==> src/rtl/gb_frame_sequencer_v2.sv <==
// APU frame sequencer: 8-step machine producing length/sweep/envelope clocks.
// Optional GB_FS_FAST_FWD_EN adds a fast_fwd input that ticks every enabled clock.
module gb_frame_sequencer_v2 #(
  parameter int DIV_W    = 13,
  parameter int EXT_DIV  = 0,
  parameter int ENV_STEP = 7
) (
  input  logic       clk,
  input  logic       reset,
  input  logic       apu_en,
  input  logic       div_reset,
  input  logic       ext_div_bit,
`ifdef GB_FS_FAST_FWD_EN
  input  logic       fast_fwd,
`endif
  output logic       length_clk,
  output logic       sweep_clk,
  output logic       envelope_clk,
  output logic [2:0] step,
  output logic       next_no_len
);

  typedef enum logic [2:0] {
    ST0, ST1, ST2, ST3, ST4, ST5, ST6, ST7
  } step_e;

  step_e            step_q, step_d;
  logic [DIV_W-1:0] div_q, div_nxt, div_d;
  logic             ext_prev_q;
  logic             len_q, len_d;
  logic             swp_q, swp_d;
  logic             env_q, env_d;
  logic             tick_src, tick;

  generate
    if (EXT_DIV != 0) begin : g_ext
      // Divider is parked; the falling edge of the external DIV bit is the tick.
      assign div_nxt  = '0;
      assign tick_src = ext_prev_q & ~ext_div_bit;
    end else begin : g_int
      logic unused_ext;
      assign unused_ext = ext_prev_q;
      // A DIV write while the top bit is set looks like a falling edge to the APU.
      always_comb begin
        if (div_reset) begin
          div_nxt  = '0;
          tick_src = div_q[DIV_W-1];
        end else begin
          div_nxt  = div_q + DIV_W'(1);
          tick_src = &div_q;
        end
      end
    end
  endgenerate

`ifdef GB_FS_FAST_FWD_EN
  assign tick = apu_en & (tick_src | fast_fwd);
`else
  assign tick = apu_en & tick_src;
`endif

  always_ff @(posedge clk or posedge reset) begin
    if (reset) begin
      step_q     <= ST0;
      div_q      <= '0;
      ext_prev_q <= 1'b0;
      len_q      <= 1'b0;
      swp_q      <= 1'b0;
      env_q      <= 1'b0;
    end else begin
      step_q     <= step_d;
      div_q      <= div_d;
      ext_prev_q <= ext_div_bit;
      len_q      <= len_d;
      swp_q      <= swp_d;
      env_q      <= env_d;
    end
  end

  always_comb begin
    step_d = step_q;
    div_d  = div_nxt;
    len_d  = 1'b0;
    swp_d  = 1'b0;
    env_d  = 1'b0;
    if (!apu_en) begin
      step_d = ST0;
      div_d  = '0;
    end else if (tick) begin
      len_d = ~step_q[0];
      swp_d = (step_q == ST2) || (step_q == ST6);
      env_d = (step_q == step_e'(3'(ENV_STEP)));
      case (step_q)
        ST0:     step_d = ST1;
        ST1:     step_d = ST2;
        ST2:     step_d = ST3;
        ST3:     step_d = ST4;
        ST4:     step_d = ST5;
        ST5:     step_d = ST6;
        ST6:     step_d = ST7;
        default: step_d = ST0;
      endcase
    end
  end

  assign length_clk   = len_q;
  assign sweep_clk    = swp_q;
  assign envelope_clk = env_q;
  assign step         = step_q;
  assign next_no_len  = step_q[0];

endmodule

==> config.mk <==
export PLATFORM = sky130hd
export DESIGN_NAME = gb_frame_sequencer_v2
export DESIGN_NICKNAME = d
export VERILOG_FILES = /design/src/rtl/gb_frame_sequencer_v2.sv
export SDC_FILE = /design/constraint.sdc
export NUM_CORES = 1
export LEC_CHECK = 0
export CAP_MARGIN = 15
export CELL_PAD_IN_SITES_DETAIL_PLACEMENT = 1
export CELL_PAD_IN_SITES_GLOBAL_PLACEMENT = 1
export CORE_MARGIN = 3
export CORE_UTILIZATION = 35
export CTS_CLUSTER_DIAMETER = 60
export DETAILED_ROUTE_END_ITERATION = 8
export PLACE_DENSITY = 0.63
export SLEW_MARGIN = 15
export SYNTH_ARGS = -nofsm -noshare
export SYNTH_HDL_FRONTEND = slang
export SYNTH_SLANG_ARGS = --single-unit
==> constraint.sdc <==
create_clock -name clk -period 3.25 [get_ports clk]
set_clock_uncertainty 0.15 [all_clocks]
set_input_delay 0.65 -clock clk [delete_from_list [all_inputs] [get_ports clk]]
set_output_delay 0.65 -clock clk [all_outputs]
set_load 0.05 [all_outputs]
==> impl_metrics.tcl <==
set metrics [dict create \
    status "complete, no violations" \
    clk_pin_slew_worst_paths_ns 0.11 \
    arrival_ns 1.59 \
    clk_latency_ns 0.29 \
    cts_max_path_buffers 2 \
    drtIter0Drc 10 \
    final_antenna_net_count 0 \
    start_kind "flip-flop" \
    track_usage_pct 12.92 \
    drt_wl_total_um 1764 \
    post_cts_buffers 0 \
    numClockSinks 19 \
    path_buf_inv 1 \
    antenna_found_initial 0 \
    hold_viol 0 \
    cp_top_family "buffers and inverters" \
    final_cell_mix "dfrtp_1 (19), nor2_1 (11), clkdlybuf4s50_1 (10), xnor2_1 (7)" \
    setup_tns_ns 0 \
    cts_buffers 3 \
    grt_pass1_vias 748 \
    fin_crit_sh_pct 73.65 \
    synth_seq_area_share_pct 53.82 \
    max_stage_delay_ns 0.84 \
    vias 651 \
    grt_max_degree 20 \
    nNetsFinal 107 \
    first_pass_iters 2 \
    cts_max_level 1 \
    fill_cells 264 \
    cp_slowest_cell "clkdlybuf4s50_1" \
    grt-ovfl-total 0 \
    finalSetupViolations 0 \
    rsz0062_at_grt "no" \
    syn_avg_cell_area_sq_um 10.04 \
    p_leak_nw 0.4116 \
    fin_crit_ns 2.394 \
    via_per_inst 5.086 \
    die_h_um 56.24 \
    wl_per_cell_um 13.78 \
    syn_area_sq_um 883.3 \
    vdd_drop_max_mv 0.2259 \
    cp-end-kind "output pin" \
    drive_gt1_share_pct 5.000 \
    power_w 0.0003747 \
    core-area_sq_mm 0.002297 \
    synth_cell_type_count 24 \
    syn_nets 94 \
    r2r_slack_ns 1.35 \
    slew_violations 0 \
    portBuffers 10 \
    rows 17 \
    max-cap-violations 0 \
    slew_headroom_pct 51.16 \
    root_buffer "clkbuf_4" \
    max_freq_mhz 417.8 \
    tightest_slew_ns 0.7317 \
    syn2layout_area_growth_pct 17.00 \
    place_congestion 0.6139 \
    worst-endpoint-required_ns 2.45 \
    hold_path.class "reg -> reg" \
    grt_pass1_wl_um 3180 \
    die_area_sq_mm 0.003162 \
    power.density_mw_per_mm2 362.6 \
    cts_tree "done" \
    place_hpwl_um 1343 \
    start_util_pct 38.45 \
    yosys_warnings 0 \
    synthesis.instances 88 \
    diodes 0 \
    cp_max_fo 7 \
    cts_resized 0 \
    io_pins 12 \
    drc 0 \
    yosys_register_bits 19 \
    fp.dieW_um 56.24 \
    cp_cell_sequence "clkdlybuf4s50_1" \
    worstSetupPathType "reg -> out" \
    cts_hold_buf 0 \
    final_common_cell "dfrtp_1" \
]
[path summary, 6_finish.rpt]
check,cells past startpoint,from,endpoint
worst max-delay path,1,step[0],next_no_len
worst min-delay path,1,div_q[0],div_q[0]
worst max register to register,5,div_q[0],step[2]
worst min register to register,1,div_q[0],div_q[0]
max in group asynchronous,2,reset,div_q[2]
min in group asynchronous,2,reset,sweep_clk
[state kept, by name, summed over array words and instances (netlist names)]
register      cells
sweep_clk         1
div_q            13
envelope_clk      1
step              3
length_clk        1
[logic make-up (layout without fill, tap and decap cells)]
| logic type | Yosys count | after routing | share of synthesized area, % |
|---|---|---|---|
| adder cells (fa/ha/maj) | 1 | 1 | 1.416 |
| multiplexers | 2 | 2 | 2.266 |
| XOR/XNOR | 8 | 8 | 7.932 |
| flip-flops | 19 | 19 | 53.82 |
| AND/OR/NAND/NOR | 40 | 40 | 24.36 |
| AO/OA/AOI/OAI | 10 | 10 | 6.373 |
| buffers and inverters | 8 | 20 | 3.824 |
[stage by stage]
stage                     setup slack, ns  area [sq um]  utilization [%]  std cells  hold WS (ns)
after floorplan                     1.473         883.3                -         88        0.3047
after detailed placement            1.111          1007            43.85        124        0.3368
after global routing               0.7670          1033            44.99        128        0.3861
after global placement              1.132          1007            43.85        124        0.3264
after CTS                          0.8247          1033            44.99        128        0.3515
final                              0.8564          1033            44.99        128        0.3464
[synthesized netlist by cell type]
| cell | instances | area [sq um] |
|---|---|---|
| ha_1 | 1 | 12.51 |
| a21boi_1 | 1 | 7.510 |
| nor3b_1 | 1 | 7.510 |
| buf_4 | 1 | 7.510 |
| clkbuf_1 | 1 | 3.750 |
| xnor2_1 | 7 | 61.31 |
| nand2_1 | 6 | 22.52 |
| mux2i_1 | 2 | 20.02 |
| nand2b_1 | 2 | 12.51 |
| nor2_1 | 11 | 41.29 |
| nand4_2 | 1 | 12.51 |
| nand4_1 | 3 | 18.77 |
| inv_1 | 6 | 22.52 |
| nor3_1 | 6 | 30.03 |
| o31a_1 | 1 | 8.760 |
| or3_1 | 5 | 31.28 |
| o21ai_0 | 4 | 20.02 |
| nand3_1 | 3 | 15.01 |
| o21ai_1 | 1 | 5.000 |
| a21oi_1 | 3 | 15.01 |
| nand3_4 | 1 | 17.52 |
| xor2_1 | 1 | 8.760 |
| dfrtp_1 | 19 | 475.5 |
| and3_1 | 1 | 6.260 |
[power breakdown]
| part | internal (W) | total, W | switching (W) |
|---|---|---|---|
| clock | 0.0000478 | 0.000120 | 0.0000724 |
| sequential | 0.000237 | 0.000238 | 0.00000108 |
| combinational | 0.00000540 | 0.0000161 | 0.0000107 |
[area by class of cell]
cell class | instances | area [sq um] | share of cell area, %
clock buffers | 4 | 26.28 | 2.542
inverters | 6 | 22.52 | 2.179
multi-input cells | 61 | 374.1 | 36.20
repair buffers | 10 | 100.1 | 9.685
well taps | 28 | 35.03 | 3.390
flip-flops and latches | 19 | 475.5 | 46.00
[layer usage]
metal	track usage, %	routed length [um]	up-vias
met4	8.136	55	0
met1	15.12	782	316
met5	0	0	-
met3	2.088	38	6
met2	21.70	887	10
li1	-	-	319
Power figures use the tool's default switching activity.
